<file path="src/rtl/core_bus_pkg.sv">
// Shared types and constants for the core bus controller: FSM states, transaction
// owners, cache-line geometry and line-address alignment.
package core_bus_pkg;

  localparam int LINE_WORDS = 4;
  localparam int LINE_BITS  = 128;

  typedef enum logic [1:0] {IDLE, LINE, SINGLE, DONE} state_e;

  typedef enum logic [1:0] {OWN_NONE, OWN_IC, OWN_DC, OWN_BUS} owner_e;

  // Cache lines are 16 bytes, so the base address drops the low nibble.
  function automatic logic [31:0] line_base(input logic [31:0] addr);
    return addr & 32'hFFFF_FFF0;
  endfunction

endpackage

</file>
<file path="src/rtl/core_bus_line_buf.sv">
// Read-line assembly buffer: inserts one 32-bit word per beat and exposes the
// line including the word being written this cycle.
module core_bus_line_buf
  import core_bus_pkg::*;
(
  input  logic                 clk,
  input  logic                 rst_n,
  input  logic                 wr_en,
  input  logic [1:0]           idx,
  input  logic [31:0]          word,
  output logic [LINE_BITS-1:0] line_next
);

  logic [LINE_BITS-1:0] line_q;

  // The look-ahead view lets the final beat land in the output line on the same edge.
  always_comb begin
    line_next = line_q;
    if (wr_en) line_next[{idx, 5'b0} +: 32] = word;
  end

  always_ff @(posedge clk) begin
    if (!rst_n) line_q <= '0;
    else        line_q <= line_next;
  end

endmodule

</file>
<file path="src/rtl/core_bus_ctrl.sv">
// Bus controller arbitrating Dcache, uncached and Icache requests onto a single
// external master port; one transaction at a time, line transfers as 4 beats.
module core_bus_ctrl
  import core_bus_pkg::*;
(
  input  logic                 clk,
  input  logic                 rst_n,
  input  logic                 ic_req_i,
  input  logic [31:0]          ic_addr_i,
  output logic                 bc_Icache_ready_o,
  output logic [LINE_BITS-1:0] bc_Icache_line_o,
  input  logic                 dc_req_i,
  input  logic                 dc_we_i,
  input  logic [31:0]          dc_addr_i,
  input  logic [LINE_BITS-1:0] dc_wline_i,
  output logic                 bc_Dcache_ready_o,
  output logic [LINE_BITS-1:0] bc_Dcache_line_o,
  input  logic                 bus_req_i,
  input  logic                 bus_we_i,
  input  logic [31:0]          bus_addr_i,
  input  logic [31:0]          bus_wdata_i,
  input  logic [3:0]           bus_be_i,
  output logic                 bc_bus_ready_o,
  output logic [31:0]          bc_bus_rdata_o,
  output logic                 m_req_o,
  output logic                 m_we_o,
  output logic [31:0]          m_addr_o,
  output logic [31:0]          m_wdata_o,
  output logic [3:0]           m_be_o,
  input  logic                 m_ack_i,
  input  logic [31:0]          m_rdata_i
);

  state_e               state;
  owner_e               owner;
  logic                 we_q;
  logic [LINE_BITS-1:0] wline_q;
  logic [1:0]           beat;
  logic [1:0]           beat_nx;
  logic                 ack;
  logic                 buf_wr;
  logic [LINE_BITS-1:0] line_next;

  // An ack only counts while a beat is actually on the bus.
  assign ack     = m_req_o && m_ack_i;
  assign beat_nx = beat + 2'd1;
  assign buf_wr  = ack && (state == LINE) && !we_q;

  core_bus_line_buf u_line_buf (
    .clk       (clk),
    .rst_n     (rst_n),
    .wr_en     (buf_wr),
    .idx       (beat),
    .word      (m_rdata_i),
    .line_next (line_next)
  );

  always_ff @(posedge clk) begin
    if (!rst_n) begin
      state             <= IDLE;
      owner             <= OWN_NONE;
      we_q              <= 1'b0;
      wline_q           <= '0;
      beat              <= 2'd0;
      m_req_o           <= 1'b0;
      m_we_o            <= 1'b0;
      m_addr_o          <= '0;
      m_wdata_o         <= '0;
      m_be_o            <= '0;
      bc_Icache_ready_o <= 1'b0;
      bc_Dcache_ready_o <= 1'b0;
      bc_bus_ready_o    <= 1'b0;
      bc_Icache_line_o  <= '0;
      bc_Dcache_line_o  <= '0;
      bc_bus_rdata_o    <= '0;
    end else begin
      bc_Icache_ready_o <= 1'b0;
      bc_Dcache_ready_o <= 1'b0;
      bc_bus_ready_o    <= 1'b0;
      case (state)
        IDLE: begin
          beat <= 2'd0;
          if (dc_req_i) begin
            owner     <= OWN_DC;
            we_q      <= dc_we_i;
            wline_q   <= dc_wline_i;
            m_req_o   <= 1'b1;
            m_we_o    <= dc_we_i;
            m_addr_o  <= line_base(dc_addr_i);
            m_wdata_o <= dc_we_i ? dc_wline_i[31:0] : 32'd0;
            m_be_o    <= 4'hF;
            state     <= LINE;
          end else if (bus_req_i) begin
            owner     <= OWN_BUS;
            we_q      <= bus_we_i;
            m_req_o   <= 1'b1;
            m_we_o    <= bus_we_i;
            m_addr_o  <= bus_addr_i;
            m_wdata_o <= bus_wdata_i;
            m_be_o    <= bus_be_i;
            state     <= SINGLE;
          end else if (ic_req_i) begin
            owner     <= OWN_IC;
            we_q      <= 1'b0;
            m_req_o   <= 1'b1;
            m_we_o    <= 1'b0;
            m_addr_o  <= line_base(ic_addr_i);
            m_wdata_o <= 32'd0;
            m_be_o    <= 4'hF;
            state     <= LINE;
          end
        end
        LINE: begin
          if (ack) begin
            beat <= beat_nx;
            if (beat == 2'd3) begin
              m_req_o <= 1'b0;
              state   <= DONE;
              if (owner == OWN_IC) begin
                bc_Icache_ready_o <= 1'b1;
                bc_Icache_line_o  <= line_next;
              end else begin
                bc_Dcache_ready_o <= 1'b1;
                if (!we_q) bc_Dcache_line_o <= line_next;
              end
            end else begin
              m_addr_o  <= m_addr_o + 32'd4;
              m_wdata_o <= we_q ? wline_q[{beat_nx, 5'b0} +: 32] : 32'd0;
            end
          end
        end
        SINGLE: begin
          if (ack) begin
            m_req_o        <= 1'b0;
            bc_bus_ready_o <= 1'b1;
            if (!we_q) bc_bus_rdata_o <= m_rdata_i;
            state          <= DONE;
          end
        end
        DONE: begin
          owner <= OWN_NONE;
          state <= IDLE;
        end
        default: state <= IDLE;
      endcase
    end
  end

endmodule

</file>
<file path="config.mk">
export PLATFORM = sky130hd
export DESIGN_NAME = core_bus_ctrl
export DESIGN_NICKNAME = d
export VERILOG_FILES = /design/src/rtl/core_bus_pkg.sv /design/src/rtl/core_bus_line_buf.sv /design/src/rtl/core_bus_ctrl.sv
export SDC_FILE = /design/constraint.sdc
export NUM_CORES = 1
export LEC_CHECK = 0
export BUFFER_PORTS_ARGS = -buffer_cell sky130_fd_sc_hd__buf_4
export CORE_AREA = 2 2 260 262
export DETAILED_ROUTE_END_ITERATION = 7
export DIE_AREA = 0 0 262 264
export PLACE_DENSITY = 0.69
export SLEW_MARGIN = 20
export SYNTH_ARGS = -nofsm -noshare
export SYNTH_HDL_FRONTEND = slang
export SYNTH_HIERARCHICAL = 1
export SYNTH_SLANG_ARGS = --single-unit
export TNS_END_PERCENT = 30
</file>
<file path="constraint.sdc">
create_clock -name clk -period 4.21 [get_ports clk]
set_input_delay 0.421 -clock clk [delete_from_list [all_inputs] [get_ports clk]]
set_output_delay 0.421 -clock clk [all_outputs]
set_load 0.01 [all_outputs]
</file>
; ---- Yosys cells after proc, flatten, opt, wreduce, memory -nomap -nowiden
; Cells that the tools add are included.
[word_totals]
reg_bits = 623
inputBits = 300
output_inout_bits = 361
word_cells = 99
[op_classes]
addsub = 3
n_eq_ne = 10
shift = 3
n_mux = 44
n_bitwise = 2
reduce_logical = 21
[op_table]
columns = operator, count
row1 = 32-bit 2-to-1 mux, 12
row2 = 128-bit bitwise mux, 1
row3 = 128-bit 2-to-1 mux, 1
row4 = 32-bit one-hot mux with 2 select lines, 2
row5 = "32-bit by 9-bit variable shift with 128-bit output, first input constant", 1
row6 = 128-bit by 8-bit variable part select with 32-bit output, 1
row7 = 32-bit by 9-bit variable part select with 128-bit output, 1
row8 = "32-bit by 3-bit adder with 32-bit output, second input constant", 1
row9 = 2-bit 2-to-1 mux, 9
row10 = 4-bit AND reduction, 4
row11 = 1-bit 2-to-1 mux, 12
row12 = 4-bit 2-to-1 mux, 3
row13 = 2-bit AND reduction, 5
row14 = 5-bit AND reduction, 2
row15 = 7-bit negation with 9-bit output, 1
row16 = 2-bit one-hot mux with 2 select lines, 2
row17 = 2-bit one-hot mux with 4 select lines, 1
row18 = "2-bit == test, second input constant", 3
row19 = "2-bit != test, second input constant", 3
row20 = 3-bit nonzero test, 2
row21 = "2-bit by 1-bit == test with 1-bit output, second input constant", 2
row22 = "4-bit != test, second input constant", 1
row23 = 2-bit nonzero test, 2
row24 = 1-bit logical AND, 3
row25 = 7 further kinds, 8

; ---- Depth between registers and ports, before layout
[depth]
depth_word = 6
mapped_depth = 13

; ---- Modules after synthesis
; Netlist, hierarchy kept.
[modules_own_cells]
columns = module, instances, cells_per_inst, area_per_inst_um2, seq_area_each_um2
row1 = core_bus_ctrl, 1, 2420, 19558.8, 9909.5
row2 = core_bus_line_buf, 1, 697, 6744.0, 2562.5

; ---- Worst setup path after synthesis
; Ideal clock, no wire load.
[synth_path]
path_kind = reg-to-reg
from = register state[1]
to = register bc_Dcache_line_o[107]
arrival_time_ps = 2224
t_required_ps = 4140
slack_ps = 1916
path_stages_with_launch = 14
path_buffers = 5
synth_period_minus_slack_ps = 2294
cell_sequence = dfxtp_1 > inv_1 > ha_1 > buf_2 > clkbuf_1 > nand3_1 > nor2_1 > buf_2 > buf_4 > nand4b_1 > buf_2 > o2bb2ai_1 > nand2_1 > a21oi_1
[synth_via]
elab_chain_cells = 4
word_cells_on_any_way = 5
cone_classes = eq/ne (1) / mux (1) / reduce/logical (3)
[synth_rtl]
columns = element, line_no
row1 = from (decl), core_bus_ctrl.sv:34  ; state_e state;
row2 = from (signal assigned), core_bus_ctrl.sv:60  ; state <= IDLE;
row3 = from (signal assigned), core_bus_ctrl.sv:92  ; state <= LINE;
row4 = from (signal assigned), core_bus_ctrl.sv:101  ; state <= SINGLE;
row5 = 2-bit by 1-bit == test with 1-bit output, core_bus_ctrl.sv:47  ; assign buf_wr = ack && (state == LINE) && !we_q;
row6 = 1-bit logical AND (2 in a row), core_bus_ctrl.sv:47
row7 = named net buf_wr, core_bus_ctrl.sv:41  ; logic buf_wr;
row8 = 128-bit 2-to-1 mux, core_bus_line_buf.sv:19  ; if (wr_en) line_next[{idx, 5'b0} +: 32] = word;
row9 = named net line_next[107], core_bus_ctrl.sv:42  ; logic [LINE_BITS-1:0] line_next;
row10 = to (signal assigned), core_bus_ctrl.sv:124  ; if (!we_q) bc_Dcache_line_o <= line_next;
row11 = to (decl), core_bus_ctrl.sv:17  ; output logic [LINE_BITS-1:0] bc_Dcache_line_o,
; The timed path passes the listed nets, and every way through them passes these cells.
; A chain may end at the register's enable or synchronous reset.

; ---- Worst setup path in the final report
[layout_path]
from = register state[1]
to = register bc_Icache_line_o[1]
[layout_via]
elab_chain_cells = 4
word_cells_on_any_way = 5
cone_classes = eq/ne (1) / mux (1) / reduce/logical (3)
[layout_rtl]
columns = element, line_no
row1 = 2-bit by 1-bit == test with 1-bit output *, "core_bus_ctrl.sv:47, core_bus_ctrl.sv:80"
row2 = 1-bit logical AND (2 in a row), core_bus_ctrl.sv:47
row3 = 128-bit 2-to-1 mux, core_bus_line_buf.sv:19
row4 = to (signal assigned), core_bus_ctrl.sv:121  ; bc_Icache_line_o <= line_next;
row5 = to (decl), core_bus_ctrl.sv:11  ; output logic [LINE_BITS-1:0] bc_Icache_line_o,
; Every way passes the cells marked *; elsewhere a longest branch is shown, timed or not.

==> impl_metrics.ini <==
[outcome]
status = completed

[yosys]
yosysWarningCount = 6
ys_ff_latch = 623
synth_top_area_cell = dfxtp_1
synth-edff-count = 0
synth_area_um2 = 26300
ys_types = 61
yosys-top-cells-area = dfxtp_1 (47%), nand2_1 (14%), a21oi_1 (8.5%)
syn_inst = 3117
synth_top_area_share_pct = 47.42
synthArstFlopShare_pct = 0
synth_ff_type = dfxtp_1
syn_avg_cell_area_um2 = 8.438
seq_area_frac_synth_pct = 47.42
synth_nets = 3428

[flow_run]
maxCapViolCount = 0

[place]
portBuffers = 652
gp_congestion = 0.8870
hpwlAfterDp_um = 65320

[clock_tree]
clk_latency_ns = 0.62
htreeDepth = 3
clock-sinks = 623
path_clk_slew_ns = 0.06
cts_setup_buffers = 0
cts_buffers = 70
cts_buffer_depth = 3
clock-root-buffer = clkbuf_16
tritoncts = yes
cts-resized-gates = 0
ctsHoldBuffers = 0

[timing]
fin_crit_sh_pct = 68.62
slew_viol_final = 0
min_period_ns = 2.889
setup_viol_count_final = 0
skew_ns = 0.03259
hold_viol_final = 0
hold_slack_ns = 0.06633
relSlewSlack_pct = 18.78
max_freq_ghz = 0.3462
tightest_slew_ns = 1.218
setup_tns_ns = 0
rsz0062_at_grt = no

[routing]
dr.pass1.iters = 7
drc = 0
dr.first_iter.drc_count = 2465
dr_total_vias = 24940
viasPerCell = 5.514
wl_per_cell_um = 21.10
route.antenna.remaining_nets = 0
wl_um = 95440

[final_layout]
layout_commonest_cell = nand2_1
final_cell_mix = nand2_1 (984), buf_4 (691), dfxtp_1 (622)
area_growth_pct = 28.76
drive_gt1_share_pct = 25.52
finalNetCount = 3908

[global_route]
grt-ovfl-total = 0
antenna_found_initial = 3
grt.total_usage_pct = 26.48
grt_pass1_vias = 23110
grt_max_degree = 153
grt_pass1_wl_um = 141500

[floorplan]
start_util_pct = 39.52
rows = 95
dieWidth_um = 262
die_height_um = 264
io-pin-count = 661
core-area_um2 = 66560
die_area_um2 = 69170

[critical_path]
cp-start-kind = flop
crit_type = reg2reg
required_ns = 4.74
crit_path_end_kind = flop
cp_data_arrival_time_ns = 3.42
path_max_fanout = 46

[power_and_ir_drop]
power.leakage_nw = 12.85
pwr_density_cell_nw_per_um2 = 476.0
irDropWorstVdd_mv = 0.3123

[worst_hold_path]
worst_hold_path_type = in2reg
==> flip-flops by register name (all words and copies together), names as in the netlist <==
name	flops
beat	2
we_q	1
bc_bus_rdata_o	32
m_addr_o	32
bc_Icache_ready_o	1
bc_Icache_line_o	128
m_req_o	1
state	2
bc_Dcache_ready_o	1
u_line_buf/line_q	128
bc_Dcache_line_o	128
wline_q	128
bc_bus_ready_o	1
owner	2
m_wdata_o	32
m_be_o	4
==> path summary, 6_finish.rpt <==
kind             startpoint                  end  slack (ns)  cells after the start
max reg2reg        state[1]  bc_Icache_line_o[1]        1.32                      9
min reg2reg     wline_q[76]          wline_q[76]        0.45                      2
min          dc_wline_i[79]          wline_q[79]        0.07                      3
max                state[1]  bc_Icache_line_o[1]        1.32                      9
==> kinds of logic (layout without fill, tap and decap cells) <==
| kind of cell | count (synthesis) | count (layout) | share of synthesized area, % |
|---|---|---|---|
| simple gates | 1222 | 1222 | 19.15 |
| compound gates | 863 | 863 | 23.33 |
| flops | 623 | 623 | 47.42 |
| buf+inv | 333 | 864 | 5.532 |
| mux | 65 | 65 | 4.043 |
| fa+ha+maj | 11 | 11 | 0.5233 |
| other cells | 0 | 2 | 0 |
==> where the power goes <==
group          switching, mW  internal [mW]
logic                   1.97           1.28
clock network           2.54           3.52
registers              0.405           6.40
total                   4.92           11.2
==> metrics by stage <==
step / utilization (%) / power [mW] / cells / setup slack (ns) / instance area (um^2)
global placement: 47.45 / 10.12 / 4398 / 1.066 / 31580
detailed placement: 47.45 / 10.17 / 4398 / 1.304 / 31590
floorplan: - / 8.770 / 3117 / 1.916 / 26300
global route: 50.88 / 16.82 / 4523 / 1.128 / 33870
finish: 50.88 / 16.12 / 4523 / 1.321 / 33870
CTS: 50.87 / 16.22 / 4521 / 1.291 / 33860
==> Yosys cell counts (4+ instances only) <==
cell type and number:
a211oi_1 39, o2bb2ai_1 97, nand3_1 48, o31ai_1 5, a222oi_1 32, and2_1 6, mux2i_1 23, inv_1 39
nand4_1 7, buf_4 10, and3_1 7, mux2_2 10, clkbuf_1 144, a22oi_1 5, ha_1 11, o21ai_0 30
a21oi_1 448, dfxtp_1 623, a21o_1 4, o211ai_1 6, nor3_1 11, nand2b_1 42, o221a_2 8, a31oi_1 12
buf_1 15, nor4_1 4, mux4_2 32, nand2_1 986, buf_2 122, o32ai_1 25, o32ai_2 40, o31a_1 5
a32o_1 96, nand4b_1 5, nor2_1 75
==> area by class of cell <==
cell class | instances | area [um^2]
fill | 6354 | 32700
antenna | 2 | 5.005
tap | 873 | 1092
timing repair buffer | 701 | 5388
sequential | 623 | 12470
clock inverter | 22 | 236.5
multi-input combinational | 2161 | 12470
clock buffer | 101 | 2041
inverter | 40 | 157.7
==> per-layer routing <==
metal  global-route usage, %  share of wire [%]
met4                   10.20                3.4
met2                   42.82                 47
met3                   6.630                9.6
met5                       0                  0
met1                   33.83                 40
==> worst max-delay path, stage by stage (launching register included) <==
cell and delay [ns]:
dfxtp_1 0.34, inv_1 0.08, ha_1 0.16, buf_4 0.42, and3_1 0.31, nand2_1 0.13
nor2_4 0.63, buf_4 0.46, nand2_1 0.16, a21oi_1 0.13
Power figures use the tool's default switching activity.
